$ cat config.mk
export PLATFORM = sky130hd
export DESIGN_NAME = fifo_write_arbiter
export DESIGN_NICKNAME = d
export VERILOG_FILES = /design/src/rtl/fifo_write_arbiter_pkg.sv /design/src/rtl/fifo_write_arbiter_rr_pick.sv /design/src/rtl/fifo_write_arbiter.sv
export SDC_FILE = /design/constraint.sdc
export NUM_CORES = 1
export LEC_CHECK = 0
export CELL_PAD_IN_SITES_DETAIL_PLACEMENT = 1
export CELL_PAD_IN_SITES_GLOBAL_PLACEMENT = 1
export CORE_UTILIZATION = 22
export DETAILED_ROUTE_END_ITERATION = 16
export HOLD_SLACK_MARGIN = 0.03
export PLACE_DENSITY = 0.9
export RECOVER_POWER = 25
export SLEW_MARGIN = 15
export SYNTH_ARGS = -nofsm -noshare
export SYNTH_HDL_FRONTEND = slang
export SYNTH_SLANG_ARGS = --single-unit
$ cat constraint.sdc
create_clock -name sClk_i -period 3.5 [get_ports sClk_i]
set_clock_uncertainty 0.2 [all_clocks]
set_input_delay 0.7 -clock sClk_i [delete_from_list [all_inputs] [get_ports sClk_i]]
set_output_delay 0.7 -clock sClk_i [all_outputs]
set_load 0.02 [all_outputs]
$ cat src/rtl/fifo_write_arbiter_pkg.sv
// Shared arbitration types and the rotating first-set-bit search used by
// the FIFO write arbiter (and intended for future read-side arbiters).
package fifo_write_arbiter_pkg;

  localparam int unsigned RR_MAX_REQ = 8;
  localparam int unsigned RR_IDX_W   = 3;

  typedef enum logic {
    IDLE  = 1'b0,
    BURST = 1'b1
  } arb_state_e;

  typedef struct packed {
    logic                found;
    logic [RR_IDX_W-1:0] idx;
  } rr_pick_t;

  // First set bit of req[n_req-1:0], starting at ptr and wrapping modulo n_req.
  function automatic rr_pick_t rr_first_set(
    input logic [RR_MAX_REQ-1:0] req,
    input int unsigned           n_req,
    input logic [RR_IDX_W-1:0]   ptr
  );
    rr_pick_t          res;
    logic [RR_IDX_W:0] j;
    res = '0;
    for (int unsigned k = 0; k < RR_MAX_REQ; k++) begin
      j = {1'b0, ptr} + (RR_IDX_W+1)'(k);
      if (j >= (RR_IDX_W+1)'(n_req)) j = j - (RR_IDX_W+1)'(n_req);
      if ((k < n_req) && !res.found && req[j[RR_IDX_W-1:0]]) begin
        res.found = 1'b1;
        res.idx   = j[RR_IDX_W-1:0];
      end
    end
    return res;
  endfunction

endpackage

$ cat src/rtl/fifo_write_arbiter_rr_pick.sv
// Combinational rotating pick: first requester at or after rr_ptr, with wrap.
module fifo_write_arbiter_rr_pick
  import fifo_write_arbiter_pkg::*;
#(
  parameter int unsigned N_REQ = 4,
  localparam int unsigned IDX_W = $clog2(N_REQ)
) (
  input  logic [N_REQ-1:0] req,
  input  logic [IDX_W-1:0] rr_ptr,
  output logic [IDX_W-1:0] idx_c,
  output logic             found_c
);

  rr_pick_t pick;

  always_comb begin
    pick = rr_first_set(RR_MAX_REQ'(req), N_REQ, RR_IDX_W'(rr_ptr));
  end

  // Range guard keeps the narrowed index meaningful for any N_REQ.
  assign found_c = pick.found & (32'(pick.idx) < N_REQ);
  assign idx_c   = IDX_W'(pick.idx);

endmodule

$ cat src/rtl/fifo_write_arbiter.sv
// Round-robin burst arbiter sharing one FIFO write port among N_REQ requesters.
// Optional FIFO_ARB_PRIO_EN: requester 0 always wins arbitration, others rotate.
module fifo_write_arbiter
  import fifo_write_arbiter_pkg::*;
#(
  parameter int unsigned N_REQ     = 4,
  parameter int unsigned W_DATA    = 32,
  parameter int unsigned MAX_BURST = 4
) (
  input  logic                    sClk_i,
  input  logic                    snRst_i,
  input  logic [N_REQ-1:0]        Req_i,
  input  logic [N_REQ-1:0]        Last_i,
  input  logic [N_REQ*W_DATA-1:0] Data_i,
  output logic [N_REQ-1:0]        Grant_o,
  output logic [N_REQ-1:0]        Ack_o,
  input  logic                    FifoFull_i,
  output logic                    FifoWrite_o,
  output logic [W_DATA-1:0]       FifoWriteData_o,
  output logic                    Busy_o
);

  localparam int unsigned IDX_W = $clog2(N_REQ);
  localparam int unsigned CNT_W = $clog2(MAX_BURST + 1);

  arb_state_e       state_q, state_d;
  logic [IDX_W-1:0] owner_q, owner_d;
  logic [IDX_W-1:0] rr_ptr_q, rr_ptr_d;
  logic [CNT_W-1:0] beat_cnt_q, beat_cnt_d;

  logic [N_REQ-1:0]  pick_req;
  logic [IDX_W-1:0]  pick_idx;
  logic              pick_found;
  logic [IDX_W-1:0]  arb_idx;
  logic              arb_found;
  logic [IDX_W-1:0]  ptr_after;
  logic [CNT_W-1:0]  cnt_inc;
  logic [N_REQ-1:0]  grant_c;
  logic [W_DATA-1:0] data_arr [N_REQ];

  for (genvar g = 0; g < N_REQ; g++) begin : g_slice
    assign data_arr[g] = Data_i[g*W_DATA +: W_DATA];
  end

`ifdef FIFO_ARB_PRIO_EN
  // Requester 0 bypasses the rotation; the rest rotate among themselves.
  assign pick_req  = Req_i & ~N_REQ'(1);
  assign arb_found = Req_i[0] | pick_found;
  assign arb_idx   = Req_i[0] ? '0 : pick_idx;
  assign ptr_after = (owner_q == '0) ? rr_ptr_q :
                     (owner_q == IDX_W'(N_REQ - 1)) ? '0 : owner_q + IDX_W'(1);
`else
  assign pick_req  = Req_i;
  assign arb_found = pick_found;
  assign arb_idx   = pick_idx;
  assign ptr_after = (owner_q == IDX_W'(N_REQ - 1)) ? '0 : owner_q + IDX_W'(1);
`endif

  fifo_write_arbiter_rr_pick #(
    .N_REQ (N_REQ)
  ) u_rr_pick (
    .req     (pick_req),
    .rr_ptr  (rr_ptr_q),
    .idx_c   (pick_idx),
    .found_c (pick_found)
  );

  assign cnt_inc = beat_cnt_q + CNT_W'(1);
  assign grant_c = N_REQ'(1) << owner_q;

  // State register.
  always_ff @(posedge sClk_i or negedge snRst_i) begin
    if (!snRst_i) begin
      state_q    <= IDLE;
      owner_q    <= '0;
      rr_ptr_q   <= '0;
      beat_cnt_q <= '0;
    end else begin
      state_q    <= state_d;
      owner_q    <= owner_d;
      rr_ptr_q   <= rr_ptr_d;
      beat_cnt_q <= beat_cnt_d;
    end
  end

  // Next-state and port outputs; a full FIFO simply stalls the burst.
  always_comb begin
    state_d         = state_q;
    owner_d         = owner_q;
    rr_ptr_d        = rr_ptr_q;
    beat_cnt_d      = beat_cnt_q;
    Grant_o         = '0;
    Ack_o           = '0;
    FifoWrite_o     = 1'b0;
    FifoWriteData_o = '0;
    Busy_o          = 1'b0;
    case (state_q)
      IDLE: begin
        if (arb_found) begin
          state_d    = BURST;
          owner_d    = arb_idx;
          beat_cnt_d = '0;
        end
      end
      BURST: begin
        Busy_o  = 1'b1;
        Grant_o = grant_c;
        if (!Req_i[owner_q]) begin
          state_d  = IDLE;
          rr_ptr_d = ptr_after;
        end else if (!FifoFull_i) begin
          FifoWrite_o     = 1'b1;
          Ack_o           = grant_c;
          FifoWriteData_o = data_arr[owner_q];
          beat_cnt_d      = cnt_inc;
          if (Last_i[owner_q] || (cnt_inc == CNT_W'(MAX_BURST))) begin
            state_d  = IDLE;
            rr_ptr_d = ptr_after;
          end
        end
      end
      default: state_d = IDLE;
    endcase
  end

endmodule

==> flow_summary.toml, run 1 <==
[worst_setup_path]
required_ns = 2.60
worstPathMaxFanout = 38
cp_top_family = "buffers and inverters"
crit_path_end_kind = "output pin"
worst_setup_path_start_kind = "input port"
cp_cell_sequence = "clkdlybuf4s50_1 > mux4_2 > nand3b_2 > inv_8 > clkdlybuf4s50_1"
critical_path.startpoint = "Req_i[2]"
cp_slowest_cell = "clkdlybuf4s50_1"
reg2reg_from = "rr_ptr_q[1]"
slowest_delay_ns = 0.56
crit_buf_inv = 3
crit_arrival_ns = 2.50
cpMostUsedCell = "clkdlybuf4s50_1"
worst-setup-path-type = "input port to output pin"

[drt]
drc = 0
drt-met1-wl_um = 3475
viasPerCell = 4.865
wl_met3_um = 677
wl_met2_um = 4833
dr.max_layer_used = "met4"
wirelength_um = 9268
drt_iter0_drc = 41
wire_per_inst_um = 20.19
ant_nets = 0
num_vias = 2233
drt_pass1_iterations = 4

[clock_network]
cts_tree = "done"
post_cts.repair.setup_buffers = 0
cts_sinks = 8
h-tree-depth = 1
clockBufferDepth = 2
clk_latency_ns = 0.23
cts_buffers = 3
clkSlewWorstSetupHoldPaths_ns = 0.04
cts-root-buf = "clkbuf_8"

[timing]
hold_viol_final = 0
fin_crit_ns = 3.400
rsz0062_at_grt = "false"
worst_slew_pin_slew_ns = 0.8067
max-slew-margin-rel = 0.4581
slew_viol_final = 0
fin_crit_sh = 0.9714
setup_violations = 0
fmax_mhz = 294.1

[job]
drv_cap = 0

[floorplanning]
num_rows = 34
die_y_um = 96.98
num_io_pins = 181
dieArea_um2 = 9404
die_w_um = 96.98
design.core.area_um2 = 8721
start_util = 0.2275

[logic_synthesis]
synth_top_family_by_area = "multiplexers"
ys_types = 39
yosysWarnings = 0
synth-xor-area-share = 0.004414
synth_ff_type = "dfrtp_1"
ys_seq_area_frac = 0.1009
synth_seq_cells = 8
synth-simple-area-share = 0.1999
netlist_instances = 175
synth_compound_area_frac = 0.06747
synthAdderAreaFrac = 0.06936
synth-async-reset-ratio = 1.000
synth_edf_count = 0
yosys-mux-area-fraction = 0.4735
synthesis.area_um2 = 1984
synth.avg_cell_area_um2 = 11.34
syn_nets = 325

[global_routing]
grt.overflow.total = 0
grt_max_degree = 39
grt_usage = 0.1956
grt_pass1_vias = 2446
grt_antenna_before_repair = 0
grt_first_pass_wirelength_um = 14370

[min_path]
hold_start = "beat_cnt_q[0]"
hp-class = "register to register"

[finish]
fillerInstances = 971
post-route-util = 0.4438
area_growth_syn_to_layout_pct = 95.02
final_common_cell = "clkdlybuf4s50_1"
drive_gt1_frac = 0.1681
layout.nets = 502
regArea_um2 = 202.7
n_antenna_cell = 0
final_cell_mix = "clkdlybuf4s50_1, and2_1, mux4_2"
multi_input_area_um2 = 1605

[placement]
hpwlAfterDp_um = 7514
io_buffers = 180
gp_congestion = 0.8810

[power_and_ir_drop]
power.leakage_nw = 1.644
powerDensity_nw_per_um2 = 522.6
fin_total_pwr_mw = 2.022
ir_drop_v = 0.0003131

[run_status]
status = "finished clean"
==> routing by layer <==
layer,vias to the layer above,GRT usage
li1,1022,-
met1,1083,0.2221
met2,110,0.3548
met3,18,0.04913
met4,0,0.06429
met5,-,0
==> cells by family (layout without fill, tap and decap cells) <==
| kind of cell | Yosys count | after routing |
|---|---|---|
| and+or+nand+nor | 64 | 64 |
| muxes | 46 | 46 |
| buffers and inverters | 26 | 202 |
| AOI/OAI and AO/OA | 19 | 19 |
| adders and majority gates | 11 | 11 |
| DFF | 8 | 8 |
| xor gates and xnor gates | 1 | 1 |
==> final timing paths <==
kind                            endpoint  slack [ns]  cells after the start
max                          FifoWrite_o        0.10                      5
min                        beat_cnt_q[0]        0.34                      1
max reg2reg                   owner_q[1]        0.61                      7
max in group asynchronous     owner_q[1]        2.17                      1
min in group asynchronous    rr_ptr_q[1]        0.63                      1
min reg2reg                beat_cnt_q[0]        0.34                      1
==> area by class of cell <==
class | count | area share
timing repair buffer | 190 | 0.4766
multi-input combinational | 141 | 0.4148
sequential | 8 | 0.05238
tap | 108 | 0.03492
clock buffer | 4 | 0.01164
inverter | 8 | 0.009699
==> worst register-to-register path: stages (launching register included) <==
cell and delay (ns):
dfrtp_1 0.34, inv_1 0.11, ha_1 0.37, mux4_2 0.57, nand3b_1 0.13, a21oi_2 0.08, nor3_1 0.63, mux2_4 0.35
==> timing repair <==
item / CTS / global route
gates resized for setup: 38 / 1
endpoints found under the setup margin: 37 / 1
cloned: 0 / 0
hold buffers: 0 / 0
==> report_power, final <==
part           switching (mW)  leakage, nW  internal (mW)  total (mW)
Sequential             0.0429       0.0980          0.135       0.178
Clock                  0.0417       0.0228         0.0794       0.121
Combinational           0.810         1.52          0.913        1.72
Total                   0.895         1.64           1.13        2.02
==> stage by stage <==
step           hold slack, ns  TNS (ns)  setup WS [ns]  cells  instance area, µm²
2_1_floorplan          0.2044         0         0.6021    175                1984
3_3_place_gp           0.3208    -6.373        -0.2078    455                3874
3_5_place_dp           0.3365    -8.286        -0.2645    455                3874
4_1_cts                0.3472         0       0.003089    459                3882
5_1_grt                0.3687         0        0.05180    459                3870
6_report               0.3435         0         0.1002    459                3870
==> cell usage after synthesis, types with 3 or more instances <==
cell,instances,share of area
mux2i_1,5,0.025
nand2_1,7,0.013
ha_1,11,0.069
inv_1,7,0.013
and2_1,40,0.13
clkbuf_8,3,0.021
buf_2,5,0.013
nor2_1,4,0.0076
a21oi_1,4,0.010
dfrtp_1,8,0.10
o21ai_0,5,0.013
mux4_2,36,0.41
nand2b_1,3,0.0095
clkbuf_1,5,0.0095
==> flip-flops by register name, summed over array words and instances, names as in the netlist <==
| register | cells |
|---|---|
| beat_cnt_q | 3 |
| state_q | 1 |
| owner_q | 2 |
| rr_ptr_q | 2 |
(Power assumes the default switching activity.)
==> run 2, diff against run 1 <==
CORE_UTILIZATION = 20   (was 22)
PLACE_DENSITY = 0.86   (was 0.9)
clock period = 2.83 ns   (was 3.5 ns; I/O delays follow)
==> run 2 against run 1 <==
  * Critical path depth did not move
  * Via count is 3.6% higher
  * Combinational power is 39% higher
  * Sequential share of layout area is 0.26 points lower
  * Count of clock-buffer cells in the layout unchanged
  * Non-clock buffer count rose by 10
  * Clock power is 21% higher
  * Final area increased by 4.6%
  * Sequential power up 25%
  * Die area increased by 9.8%
  * Highest routed layer unchanged
==> flow_summary.toml, run 2 (synthesis gave the netlist of run 1 again) <==
[run_status]
status = "finished clean"

[power_and_ir_drop]
ir_drop_v = 0.0001993
powerDensity_nw_per_um2 = 681.1
power.leakage_nw = 1.657

[finish]
reg_top3 = "beat_cnt_q (3), owner_q (2), rr_ptr_q (2)"
final_common_cell = "clkdlybuf4s50_1"
multi_input_area_um2 = 1635
fillerInstances = 1064
final_cell_mix = "clkdlybuf4s50_1, mux4_2, and2_1"
n_antenna_cell = 0
regMostFlops = "beat_cnt_q"
layout.nets = 512
drive_gt1_frac = 0.3130
area_growth_syn_to_layout_pct = 103.9
regArea_um2 = 201.4
largest_register_ffs = 3
instances_no_fill = 490

[worst_setup_path]
crit_arrival_ns = 2.00
regToRegSetupSlack_ns = 0.23
worst-setup-path-type = "register to output pin"
required_ns = 2.06
regToRegEndpoint = "owner_q[1]"
worst_setup_path_start_kind = "register"
crit_path_end_kind = "output pin"
reg2reg_depth = 7
worstPathMaxFanout = 14
reg2reg_from = "rr_ptr_q[0]"

[floorplanning]
die_y_um = 101.6
die_w_um = 101.6
num_io_pins = 181
design.core.area_um2 = 9415
dieArea_um2 = 10320
num_rows = 35
start_util = 0.2108

[timing]
max-slew-margin-rel = 0.7224
fin_crit_sh = 0.9760
fin_crit_ns = 2.762
setup_violations = 0
worst_slew_pin_slew_ns = 0.4151
hold_viol_final = 0
rsz0062_at_grt = "true"
slew_viol_final = 0
fin_ws_ns = 0.06794
hold_ws_ns = 0.3519
fmax_mhz = 362.0

[clock_network]
cts-root-buf = "clkbuf_8"
h-tree-depth = 1
post_cts.repair.setup_buffers = 0
hold_buffers = 0
cts_buffers = 3
clk_latency_ns = 0.23
cts_tree = "done"
cts_sinks = 8
clkSlewWorstSetupHoldPaths_ns = 0.04
clockBufferDepth = 2

[global_routing]
grt_first_pass_wirelength_um = 13520
grt_antenna_before_repair = 0
grt_max_degree = 19
grt.overflow.total = 0
grt_pass1_vias = 2532
grt_usage = 0.1763

[placement]
place_inst = 484
io_buffers = 180
place_ws_ns = -0.4988
hpwlAfterDp_um = 7793
gp_congestion = 0.8604

[drt]
num_vias = 2313
wirelength_um = 9282
ant_nets = 0
drt_pass1_iterations = 3
wire_per_inst_um = 18.94
drc = 0
viasPerCell = 4.720
drt_iter0_drc = 33

[min_path]
holdPathStages = 1
hp-class = "register to register"
hold_end = "beat_cnt_q[0]"
hold_start = "beat_cnt_q[0]"

[job]
drv_cap = 0
run 2: cell count changes in the layout (fill, tap and decap cells not counted), moves of 2 or more:
| cell | previous run | this run |
|---|---|---|
| dlygate4sd2_1 | 35 | 4 |
| and2_1 | 40 | 32 |
| and2_4 | 0 | 8 |
| buf_6 | 0 | 21 |
| buf_4 | 8 | 17 |
| buf_16 | 0 | 2 |
| clkdlybuf4s50_1 | 141 | 137 |
| buf_2 | 0 | 14 |
run 2: worst max-delay path by stage:
stage                                endpoint  depth (start not counted)         from
after floorplan                    owner_q[0]                          9  rr_ptr_q[0]
after global placement               Ack_o[3]                          7     Req_i[3]
after detailed placement  FifoWriteData_o[12]                          7     Req_i[3]
after CTS                          Grant_o[1]                          5   owner_q[1]
after global routing               Grant_o[1]                          5   owner_q[1]
final                              Grant_o[1]                          5   owner_q[1]
run 2: area by class of cell:
class                           count  area share
Clock buffer                        4     0.01113
Inverter                            8    0.009276
Multi-Input combinational cell    141      0.4041
Sequential cell                     8     0.04978
Tap cell                          129     0.03989
Timing Repair Buffer              200      0.4858
run 2: report_power, final:
group          switching (mW)  internal [mW]  total, mW
Sequential             0.0559          0.166      0.222
Clock                  0.0495         0.0980      0.147
Combinational            1.07           1.32       2.39
Total                    1.17           1.58       2.76
run 2: repair_timing:
item                       CTS  global route
cloned                       2             0
gates resized for setup    206             1
pin swaps                    1             0
setup endpoints to repair   37             4
run 2: metal layers:
metal  GRT usage  vias to the layer above  part of all wire
met5           0                        -                 0
met4     0.07135                        0             0.023
met3     0.04417                       14             0.086
met2      0.3446                      119              0.56
met1      0.1757                     1137              0.33
li1            -                     1043                 -
run 2: stage by stage:
step                      area (µm²)  total power [mW]  setup TNS (ns)    util
after floorplan                 1984             1.737               0       -
after global routing            4046             2.976        -0.03333  0.4298
final                           4046             2.756               0  0.4298
after CTS                       4053             2.822               0  0.4304
after global placement          3971             2.497          -15.49  0.4218
after detailed placement        3971             2.575          -16.79  0.4218
run 2: worst max-delay path: stages, from the launching register on:
cell and delay (ns):
dfrtp_1 0.44, buf_4 0.27, inv_1 0.09, ha_1 0.23, and2_1 0.17, clkdlybuf4s50_1 0.55
